### src/rtl/i2s_pkg.sv
// -----------------------------------------------------------------------------
// i2s_pkg
// Shared types and constants for the I2S capture path.
//   DATA_W_DEFAULT : default sample width (bits, MSB first on the wire)
//   CH_L / CH_R    : channel codes; they match the LRClk level (0 = left)
//   deser_state_t  : deserializer states WAIT_L / SHIFT / SKIP
//   wr_state_t     : SDRAM writer states IDLE / REQ / ACK
// -----------------------------------------------------------------------------
package i2s_pkg;

  localparam int unsigned DATA_W_DEFAULT = 16;

  localparam logic CH_L = 1'b0;
  localparam logic CH_R = 1'b1;

  typedef enum logic [1:0] {
    WAIT_L,
    SHIFT,
    SKIP
  } deser_state_t;

  typedef enum logic [1:0] {
    IDLE,
    REQ,
    ACK
  } wr_state_t;

endpackage

### src/rtl/sample_fifo.sv
// -----------------------------------------------------------------------------
// sample_fifo
// Single-clock FIFO with a registered occupancy count. It is cleared by reset.
// A push while full is ignored, and so is a pop while empty.
// Ports:
//   clk, rst     : clock and asynchronous active-high reset
//   push, din    : write strobe and data
//   pop          : read strobe; dout always shows the head entry
//   full, empty  : status flags
//   level        : number of occupied entries (0..DEPTH)
// -----------------------------------------------------------------------------
module sample_fifo #(
  parameter  int W     = 16,
  parameter  int DEPTH = 32,
  localparam int AW    = $clog2(DEPTH),
  localparam int CW    = AW + 1
) (
  input  logic          clk,
  input  logic          rst,
  input  logic          push,
  input  logic          pop,
  input  logic [W-1:0]  din,
  output logic [W-1:0]  dout,
  output logic          full,
  output logic          empty,
  output logic [CW-1:0] level
);

  logic [W-1:0]  r_mem [DEPTH];
  logic [AW-1:0] r_wr_ptr;
  logic [AW-1:0] r_rd_ptr;
  logic [CW-1:0] r_count;

  logic w_do_push;
  logic w_do_pop;

  assign full      = (r_count == CW'(DEPTH));
  assign empty     = (r_count == '0);
  assign level     = r_count;
  assign dout      = r_mem[r_rd_ptr];
  assign w_do_push = push & ~full;
  assign w_do_pop  = pop & ~empty;

  // NOTE: the storage array is not reset. Clearing the pointers and the count is enough to empty the FIFO.
  always_ff @(posedge clk) begin
    if (w_do_push) r_mem[r_wr_ptr] <= din;
  end

  // The pointers wrap naturally because DEPTH is a power of 2.
  always_ff @(posedge clk or posedge rst) begin
    if (rst) begin
      r_wr_ptr <= '0;
      r_rd_ptr <= '0;
      r_count  <= '0;
    end else begin
      if (w_do_push) r_wr_ptr <= r_wr_ptr + 1'b1;
      if (w_do_pop)  r_rd_ptr <= r_rd_ptr + 1'b1;
      case ({w_do_push, w_do_pop})
        2'b10:   r_count <= r_count + 1'b1;
        2'b01:   r_count <= r_count - 1'b1;
        default: r_count <= r_count;
      endcase
    end
  end

endmodule

### src/rtl/i2s_rx_capture.sv
// -----------------------------------------------------------------------------
// i2s_rx_capture
// Captures codec ADC samples in I2S format and writes them to an SDRAM ring.
// SClk, LRClk and Din are oversampled in the Clk50 domain. 16-bit words are
// deserialized with left/right alignment, buffered in sample_fifo, and written
// through the rd/wr-Wait-ac handshake.
// Ports:
//   Clk50, reset          : system clock, asynchronous active-high reset
//   SClk, LRClk, Din      : asynchronous codec bit clock, word clock, data
//   enable                : capture enable (level)
//   sdram_Wait, sdram_ac  : controller not-ready, write-accepted pulse
//   sdram_wr/_wdata/_addr : write request, data, word address
//   busy                  : a write transaction is in progress
//   overflow              : sticky sample-drop flag, cleared while enable=0
//   fifo_level            : occupied FIFO entries
// Build option: define I2S_RX_MONO_EN to store left-channel words only.
// -----------------------------------------------------------------------------
module i2s_rx_capture
  import i2s_pkg::*;
#(
  parameter int          DATA_W     = DATA_W_DEFAULT,
  parameter int          FIFO_DEPTH = 32,
  parameter logic [24:0] BASE_ADDR  = 25'h100000,
  parameter logic [24:0] RING_WORDS = 25'h40000
) (
  input  logic                          Clk50,
  input  logic                          reset,
  input  logic                          SClk,
  input  logic                          LRClk,
  input  logic                          Din,
  input  logic                          enable,
  input  logic                          sdram_Wait,
  input  logic                          sdram_ac,
  output logic                          sdram_wr,
  output logic [DATA_W-1:0]             sdram_wdata,
  output logic [24:0]                   sdram_addr,
  output logic                          busy,
  output logic                          overflow,
  output logic [$clog2(FIFO_DEPTH):0]   fifo_level
);

`ifdef I2S_RX_MONO_EN
  localparam bit MONO = 1'b1;
`else
  localparam bit MONO = 1'b0;
`endif

  localparam int          BW        = $clog2(DATA_W + 1);
  localparam logic [24:0] LAST_ADDR = BASE_ADDR + RING_WORDS - 25'd1;

  // ---------------------------------------------------------------------------
  // Synchronizers. SClk has an extra history stage for rise detection.
  // LR and Din are read from the same stage as the synced SClk, so all three
  // values describe the same instant.
  // ---------------------------------------------------------------------------
  logic [2:0] r_sclk_sync;
  logic [1:0] r_lr_sync;
  logic [1:0] r_din_sync;

  logic w_sclk_rise;
  logic w_lr;
  logic w_din;
  logic w_lr_changed;

  // NOTE: non-blocking assignment makes each stage take the previous stage's old value, so the chain really delays.
  always_ff @(posedge Clk50 or posedge reset) begin
    if (reset) begin
      r_sclk_sync <= '0;
      r_lr_sync   <= '0;
      r_din_sync  <= '0;
    end else begin
      r_sclk_sync <= {r_sclk_sync[1:0], SClk};
      r_lr_sync   <= {r_lr_sync[0], LRClk};
      r_din_sync  <= {r_din_sync[0], Din};
    end
  end

  assign w_sclk_rise = r_sclk_sync[1] & ~r_sclk_sync[2];
  assign w_lr        = r_lr_sync[1];
  assign w_din       = r_din_sync[1];

  // ---------------------------------------------------------------------------
  // Deserializer
  // ---------------------------------------------------------------------------
  deser_state_t      r_ds_state;
  logic [DATA_W-1:0] r_shreg;
  logic [BW-1:0]     r_bitcnt;
  logic              r_chan;
  logic              r_lr_prev;     // LR value at the previous sclk_rise
  logic              r_push;
  logic [DATA_W-1:0] r_push_data;

  assign w_lr_changed = w_lr ^ r_lr_prev;

  always_ff @(posedge Clk50 or posedge reset) begin
    if (reset) begin
      r_ds_state  <= WAIT_L;
      r_shreg     <= '0;
      r_bitcnt    <= '0;
      r_chan      <= CH_L;
      r_lr_prev   <= CH_L;
      r_push      <= 1'b0;
      r_push_data <= '0;
    end else begin
      r_push <= 1'b0;
      if (w_sclk_rise) r_lr_prev <= w_lr;

      if (!enable) begin
        r_ds_state <= WAIT_L;
      end else if (w_sclk_rise) begin
        case (r_ds_state)
          // Start only on a right->left transition, so SDRAM always sees L first.
          WAIT_L: begin
            if (r_lr_prev == CH_R && w_lr == CH_L) begin
              r_bitcnt   <= '0;
              r_chan     <= CH_L;
              r_ds_state <= SHIFT;
            end
          end
          SHIFT: begin
            if (w_lr_changed) begin
              // This is the I2S delay bit. Any partial word restarts for the new channel.
              r_bitcnt <= '0;
              r_chan   <= w_lr;
            end else begin
              r_shreg  <= {r_shreg[DATA_W-2:0], w_din};
              r_bitcnt <= r_bitcnt + 1'b1;
              if (r_bitcnt == BW'(DATA_W - 1)) begin
                r_push      <= !MONO || (r_chan == CH_L);
                r_push_data <= {r_shreg[DATA_W-2:0], w_din};
                r_ds_state  <= SKIP;
              end
            end
          end
          SKIP: begin
            if (w_lr_changed) begin
              r_bitcnt   <= '0;
              r_chan     <= w_lr;
              r_ds_state <= SHIFT;
            end
          end
          default: r_ds_state <= WAIT_L;
        endcase
      end
    end
  end

  // ---------------------------------------------------------------------------
  // Sample FIFO
  // ---------------------------------------------------------------------------
  logic              w_full;
  logic              w_empty;
  logic              w_pop;
  logic [DATA_W-1:0] w_head;

  sample_fifo #(
    .W     (DATA_W),
    .DEPTH (FIFO_DEPTH)
  ) u_fifo (
    .clk   (Clk50),
    .rst   (reset),
    .push  (r_push),
    .pop   (w_pop),
    .din   (r_push_data),
    .dout  (w_head),
    .full  (w_full),
    .empty (w_empty),
    .level (fifo_level)
  );

  logic r_overflow;

  always_ff @(posedge Clk50 or posedge reset) begin
    if (reset)                 r_overflow <= 1'b0;
    else if (!enable)          r_overflow <= 1'b0;
    else if (r_push && w_full) r_overflow <= 1'b1;
  end

  assign overflow = r_overflow;

  // ---------------------------------------------------------------------------
  // SDRAM writer: at least 3 cycles per word (IDLE -> REQ -> ACK)
  // ---------------------------------------------------------------------------
  wr_state_t         r_wr_state;
  logic              r_wr;
  logic              r_busy;
  logic [DATA_W-1:0] r_wdata;
  logic [24:0]       r_addr;

  assign w_pop = (r_wr_state == ACK);

  always_ff @(posedge Clk50 or posedge reset) begin
    if (reset) begin
      r_wr_state <= IDLE;
      r_wr       <= 1'b0;
      r_busy     <= 1'b0;
      r_wdata    <= '0;
      r_addr     <= BASE_ADDR;
    end else begin
      case (r_wr_state)
        IDLE: begin
          if (!w_empty && !sdram_Wait) begin
            r_wdata    <= w_head;
            r_wr       <= 1'b1;
            r_busy     <= 1'b1;
            r_wr_state <= REQ;
          end
        end
        REQ: begin
          if (sdram_ac) begin
            r_wr       <= 1'b0;
            r_wr_state <= ACK;
          end
        end
        ACK: begin
          r_addr     <= (r_addr == LAST_ADDR) ? BASE_ADDR : r_addr + 25'd1;
          r_busy     <= 1'b0;
          r_wr_state <= IDLE;
        end
        default: begin
          r_wr       <= 1'b0;
          r_busy     <= 1'b0;
          r_wr_state <= IDLE;
        end
      endcase
    end
  end

  assign sdram_wr    = r_wr;
  assign busy        = r_busy;
  assign sdram_wdata = r_wdata;
  assign sdram_addr  = r_addr;

endmodule

### config.mk
export PLATFORM = sky130hd
export DESIGN_NAME = i2s_rx_capture
export DESIGN_NICKNAME = d
export VERILOG_FILES = /design/src/rtl/i2s_pkg.sv /design/src/rtl/sample_fifo.sv /design/src/rtl/i2s_rx_capture.sv
export SDC_FILE = /design/constraint.sdc
export NUM_CORES = 1
export LEC_CHECK = 0
export CAP_MARGIN = 30
export CORE_MARGIN = 8
export CORE_UTILIZATION = 45
export DETAILED_ROUTE_END_ITERATION = 8
export GPL_TIMING_DRIVEN = 0
export PLACE_DENSITY = 0.7
export SLEW_MARGIN = 20
export SYNTH_ARGS = -nofsm -noshare
export SYNTH_HDL_FRONTEND = slang
export SYNTH_HIERARCHICAL = 1
export SYNTH_SLANG_ARGS = --single-unit
### constraint.sdc
create_clock -name Clk50 -period 2.95 [get_ports Clk50]
set_clock_uncertainty 0.05 [all_clocks]
set_input_delay 0.295 -clock Clk50 [delete_from_list [all_inputs] [get_ports Clk50]]
set_output_delay 0.295 -clock Clk50 [all_outputs]
set_load 0.01 [all_outputs]
== Word-level counts from Yosys, hierarchy flattened ==
Memory sizes are Yosys's and may differ from the RTL's. A register that Yosys moved wholly into a read port is not among the register bits.
Cells that the tools add are included.

* Flip-flop bits (word level): 93
* Bits in latches: 0
* RAM bits: 512
* ROM bits: 0
* Input bits: 8
* Output and inout port bits: 50
* Logic and storage cells: 101
* Memories kept: 1

{| class="wikitable"
|+ Memories
! memory !! words !! bits a word !! read ports !! clocked after memory_dff !! write ports !! RTL line !! text
|-
| u_fifo.r_mem || 32 || 16 || 1 || 1 || 1 || sample_fifo.sv:29 || <nowiki>logic [W-1:0] r_mem [DEPTH];</nowiki>
|}

* Add/sub/neg operators: 6
* Multipliers: 0
* Divide/modulo/power cells: 0
* $lt $le $gt $ge: 0
* Equal/unequal tests: 19
* Shift operators: 0
* Muxes and demuxes: 29
* Bitwise operators: 11
* Reductions and logical operators: 18

{| class="wikitable"
|+ Operator list
! cell !! number
|-
| $add A25 B1 Y25 const B || 1
|-
| $eq A25 B21 Y1 const B || 1
|-
| $mux W25 || 1
|-
| $mux W2 || 8
|-
| $add A5 B1 Y5 const B || 3
|-
| $mux W5 || 3
|-
| $pmux W5 S3 || 1
|-
| $reduce_and A5 Y1 || 3
|-
| $ne A3 B3 Y1 const B || 4
|-
| $pmux W6 S2 || 1
|-
| $mux W1 || 11
|-
| $ne A2 B2 Y1 const B || 4
|-
| $not A1 Y1 || 7
|-
| $add A6 B1 Y6 const B || 1
|-
| $eq A2 B1 Y1 const B || 3
|-
| $eq A2 B2 Y1 const B || 3
|-
| $eq A6 B6 Y1 const B || 1
|-
| $logic_not A6 Y1 || 1
|-
| $pmux W2 S3 || 1
|-
| $reduce_and A2 Y1 || 3
|-
| $sub A6 B1 Y6 const B || 1
|-
| $eq A5 B4 Y1 const B || 1
|-
| $logic_not A2 Y1 || 2
|-
| $ne A2 B1 Y1 const B || 2
|-
| 11 further kinds || 16
|}

== Depth between registers and ports, before layout ==
* Depth in word-level cells: 6
* Gate-level depth with buffers: 11
* Depth with buffers taken out: 10

== Cells and area by module ==
Netlist, hierarchy kept.

{| class="wikitable"
|+ Modules (own cells, without submodules)
! module !! instances !! cells an instance !! area each (um^2) !! sequential area each (um^2)
|-
| sample_fifo || 1 || 976 || 20530.9 || 15775.1
|-
| i2s_rx_capture || 1 || 301 || 3898.7 || 2328.5
|}

== Worst setup path before layout ==
Ideal clock, no wire load.

* Path type: register to register
* From: register u_fifo.r_count[0], in the netlist u_fifo/level[0]
* To: register u_fifo.r_count[5], in the netlist u_fifo/level[5]
* Setup time: 123 ps
* Arrival time: 2910 ps
* Required time: 2777 ps
* Path slack: -133 ps
* Stages on the path, launching flop included: 11
* Buffers on the path: 1
* Clock period less this slack: 3083 ps
* Path through: dfrtp_1 -> or4_1 -> o31a_1 -> clkbuf_1 -> inv_1 -> ha_1 -> ha_1 -> a211oi_1 -> nor4bb_1 -> a2111o_1 -> xnor2_1

* Longest elaborated chain between the ends: 5
* Elaborated cells on any way between the ends: 12
* Those cells by class: add/sub: 2; eq/ne: 3; mux: 1; bitwise: 4; reduce/logical: 2

{| class="wikitable"
|+ Ends and longest elaborated chain
! what !! RTL line !! text
|-
| start: declaration || sample_fifo.sv:32 || <nowiki>logic [CW-1:0] r_count;</nowiki>
|-
| start signal: assignment || sample_fifo.sv:59 || <nowiki>2'b10: r_count <= r_count + 1'b1;</nowiki>
|-
| start signal: assignment || sample_fifo.sv:60 || <nowiki>2'b01: r_count <= r_count - 1'b1;</nowiki>
|-
| start signal: assignment || sample_fifo.sv:61 || <nowiki>default: r_count <= r_count;</nowiki>
|-
| $eq A6 B6 Y1 / $logic_not A6 Y1 (equally long branches) || sample_fifo.sv:37, sample_fifo.sv:38 ||
|-
| $not A1 Y1, on equally long branches || sample_fifo.sv:41, sample_fifo.sv:42 ||
|-
| $and A1 B1 Y1, on equally long branches || sample_fifo.sv:41, sample_fifo.sv:42 ||
|-
| $eq A2 B1 Y1 / $eq A2 B2 Y1 (equally long branches) || sample_fifo.sv:58 || <nowiki>case ({w_do_push, w_do_pop})</nowiki>
|-
| $pmux W6 S2 / $reduce_bool A2 Y1 (equally long branches) || - ||
|}

Several ways; a longest one is shown, not always the timed one.
A chain may end at the register's enable or synchronous reset.

==> summary by stage <==
Outcome
The run finished, with violations left. The final reports fail on negative setup slack.

Pwr
The clock share of power is 43.2%. The switching component of the power is 3120 µW. The sequential share of power is a little under three fifths.

Across the VDD grid, the largest voltage drop is around 0.00064 V. The total power density per cell area is 584 nW/µm². For this design the static power due to leakage is 0.00816 µW.

The total internal power is 13600 µW. Combinational logic is responsible for 0.5% of the overall power. Of the total power, the share spent switching nets is 18.7%. Power comes to 16700 µW.

Finish
The layout overhead on the synthesized area is 17.1%. Cells fill 53.3% of the core in the end. The total number of nets in the final design is ~1.5k. Leaving out fill and tap cells, the most frequent cell in the layout is edfxtp_1. The share of post-route cells with drive strength above 1 is 26.4%. In the layout the commonest cells are edfxtp_1 (512), dfrtp_1 (100), mux4_2 (96).

CTS
The clock-pin slew reported for the worst setup and hold paths after clock tree synthesis is 0.06 ns. The deepest level of the CTS H-tree is 2. The TritonCTS clock tree is done. The tree built by TritonCTS fans out to 621 sinks. The number of buffers added by the clock tree synthesis step is 58.

The clock passes through at most 3 buffers. The clock root buffer master is clkbuf_16. The insertion delay of the later-clocked pin in the worst-skew pair is 0.60 ns.

Synthesis
Yosys mapped a number of flops with a built-in enable equal to 512. The async set-reset flop share out of synthesis is 17.6%. The cell count after synthesis came out at 1277. For this run, the leading register cell type out of synthesis is edfxtp_1. The total number of yosys warnings is 6. The sequential fraction of the synthesis area is about three quarters.

The post-synthesis sequential element count is ~620. The per-instance average area after synthesis is 19.1 µm². The net count after synthesis is 1304. The netlist area before placement is 24400 µm². The synthesized netlist contains 71 unique library cells.

STA
The highest achievable clock rate is 0.338 GHz. Across all setup checks in the final design, the least slack found is -0.00480 ns. The final period demand of the worst path is slightly below 3 ns.

At the pin with the least slew margin, the transition time is 0.914 ns. The number of failing hold endpoints at the final stage came to 0. The worst relative slew slack is between 30% and 40%. The post-route fraction of the period consumed by the critical path is 100%.

The number of max-slew violations in the final report came to 0. On the final layout, the worst hold slack is 0.0576 ns. The final count of negative-setup-slack endpoints is 1.

Routing
The total wire length after detailed routing is 54.2 mm. Dividing the detail-routed wire length by the instance count gives 24.8 µm. The routed design uses 3.53 mm of met3 wire. The detailed router's first-iteration violation count is 1129. The via count is 12.7k. The first detailed-routing pass took 5 iterations. The count of nets left with antenna violations once routing finished came out at 0. After detailed routing, the number of vias per cell comes to 5.81.

The total routed wire length on the met1 layer is 21.5 mm. The top metal layer carrying routed signals is met5. The routed length on met2 is 27.2 mm.

The DRC violation count after routing is 0.

Worst setup path
The worst endpoint required time is 3.39 ns. The arrival time of data at the critical path endpoint is roughly 3.4 ns. The worst setup path is launched from a flop. The number of cells on the worst reg-to-reg path is 7. The worst-path maximum fanout is 10. The endpoint class of the critical path is a flop. The setup path with the least slack is of type reg2reg.

Floorplanning
The die covers slightly above 60000 µm². The die height is 249 µm. The floorplan row count is 85.

The width of the die is 249 µm. The starting density of the core is 45.5%. The area of the core is 53700 µm².

The number of placed I/O pins is 58.

Job
The count of maximum capacitance violations is 0.

Placement
The number of port buffers is 57. The wire-length estimate of the detail-placed layout is 36.7 mm. The congestion estimate from routability-driven global placement came to ~0.8.

Global routing
The via count of the first global-routing pass is 13.2k. The first global-routing pass estimated between 80 and 90 mm of wire. The largest net degree at the start of global routing is 50. The total overflow left after global routing is 0.

The number of antenna violations at the first check in global routing is 1. In the global route stage, overall resource usage came out at 17.3%.

Worst hold path
The classification of the worst-slack hold path is in2async.
## per-layer routing
| metal | vias up | track usage, % |
|---|---|---|
| met5 | - | 0 |
| met4 | 2 | 6.81 |
| met3 | 97 | 2.24 |
| met2 | 481 | 29.6 |
| met1 | 6633 | 22.5 |
| li1 | 5470 | - |
## cells in the mapped netlist (17+ instances only)
cell type  count  area, µm²
dfrtp_1      108       2700
mux4_2        96       2160
mux2i_1       67        671
nor2_1        46        173
mux2_2        47        529
a21oi_1       37        185
edfxtp_1     512      15400
ha_1          18        225
clkbuf_1      25       93.8
inv_1         22       82.6
o21ai_0       17       85.1
nand2_1       31        116
## per-stage QoR
stage | instances | cell area [µm²] | setup TNS [ns] | worst slack [ns]
global route | 2181 | 28600 | -0.0352 | -0.0324
global placement | 2030 | 25900 | -142.47 | -1.51
detailed placement | 2069 | 26500 | -3.98 | -0.410
floorplan | 1277 | 24400 | 0 | 0.0244
finish | 2182 | 28600 | -0.00480 | -0.00480
CTS | 2178 | 28500 | 0 | 0.00683
## flip-flops by register name, indices dropped and copies added, names as in the netlist, 2 cells and up
register,flops
r_ds_state,2
sdram_addr,25
r_push_data,16
r_shreg,15
r_din_sync,2
u_fifo/r_mem,512
u_fifo/r_rd_ptr,5
r_bitcnt,5
u_fifo/r_wr_ptr,5
r_sclk_sync,3
u_fifo/level,6
r_wr_state,2
r_lr_sync,2
sdram_wdata,16
## repair_timing
item,in CTS,in global routing
hold buffers,0,0
pin swaps,1,4
resized for setup,17,11
buffers inserted,4,1
setup endpoints to repair,16,12
## worst max-delay path, stage by stage, from the launching register on
cell	delay, ns
dfrtp_1	0.33
buf_2	0.29
buf_2	0.36
buf_2	0.39
mux4_2	0.37
a2111oi_2	0.62
a21oi_1	0.13
mux2_2	0.29
## power by group through the flow
| stage | logic [µW] | registers [µW] | clock network (µW) |
|---|---|---|---|
| 2_1_floorplan | 46.0 | 9580 | 0 |
| 3_3_place_gp | 83.5 | 9580 | 0 |
| 3_5_place_dp | 90.9 | 9580 | 0 |
| 4_1_cts | 91.5 | 9400 | 7340 |
| 5_1_grt | 101 | 9390 | 7680 |
| 6_report | 88.4 | 9400 | 7210 |
## kinds of logic (layout without fill, tap and decap cells)
kind of cell | count (synthesis) | after routing | synth area share (%)
AND/OR/NAND/NOR | 157 | 157 | 3.48
buffers and inverters | 83 | 291 | 1.73
XOR/XNOR | 28 | 28 | 1.00
other | 0 | 1 | 0
flip-flops | 621 | 621 | 74.1
adder cells (fa/ha/maj) | 19 | 19 | 1.00
multiplexers | 211 | 211 | 13.8
AO/OA/AOI/OAI | 158 | 158 | 4.87
## final timing paths
path | start | endpoint | slack (ns)
max reg2reg | u_fifo/r_rd_ptr[2] | sdram_wdata[12] | -0.005
min | reset | sdram_addr[24] | 0.06
max in group asynchronous | reset | r_push_data[6] | 2.15
max | u_fifo/r_rd_ptr[2] | sdram_wdata[12] | -0.005
min reg2reg | r_lr_sync[0] | r_lr_sync[1] | 0.30
min in group Clk50 | Din | r_din_sync[0] | 0.09
## area by class of cell
| class | instances | area [µm²] |
|---|---|---|
| Fill cell | 4047 | 25100 |
| Sequential cell | 621 | 18100 |
| Multi-Input combinational cell | 573 | 6150 |
| Clock buffer | 92 | 1720 |
| Timing Repair Buffer | 104 | 1180 |
| Tap cell | 696 | 871 |
| Buffer | 58 | 343 |
| Clock inverter | 14 | 125 |
| Inverter | 23 | 91.3 |
| Antenna cell | 1 | 2.50 |
Power figures use the tool's default switching activity.
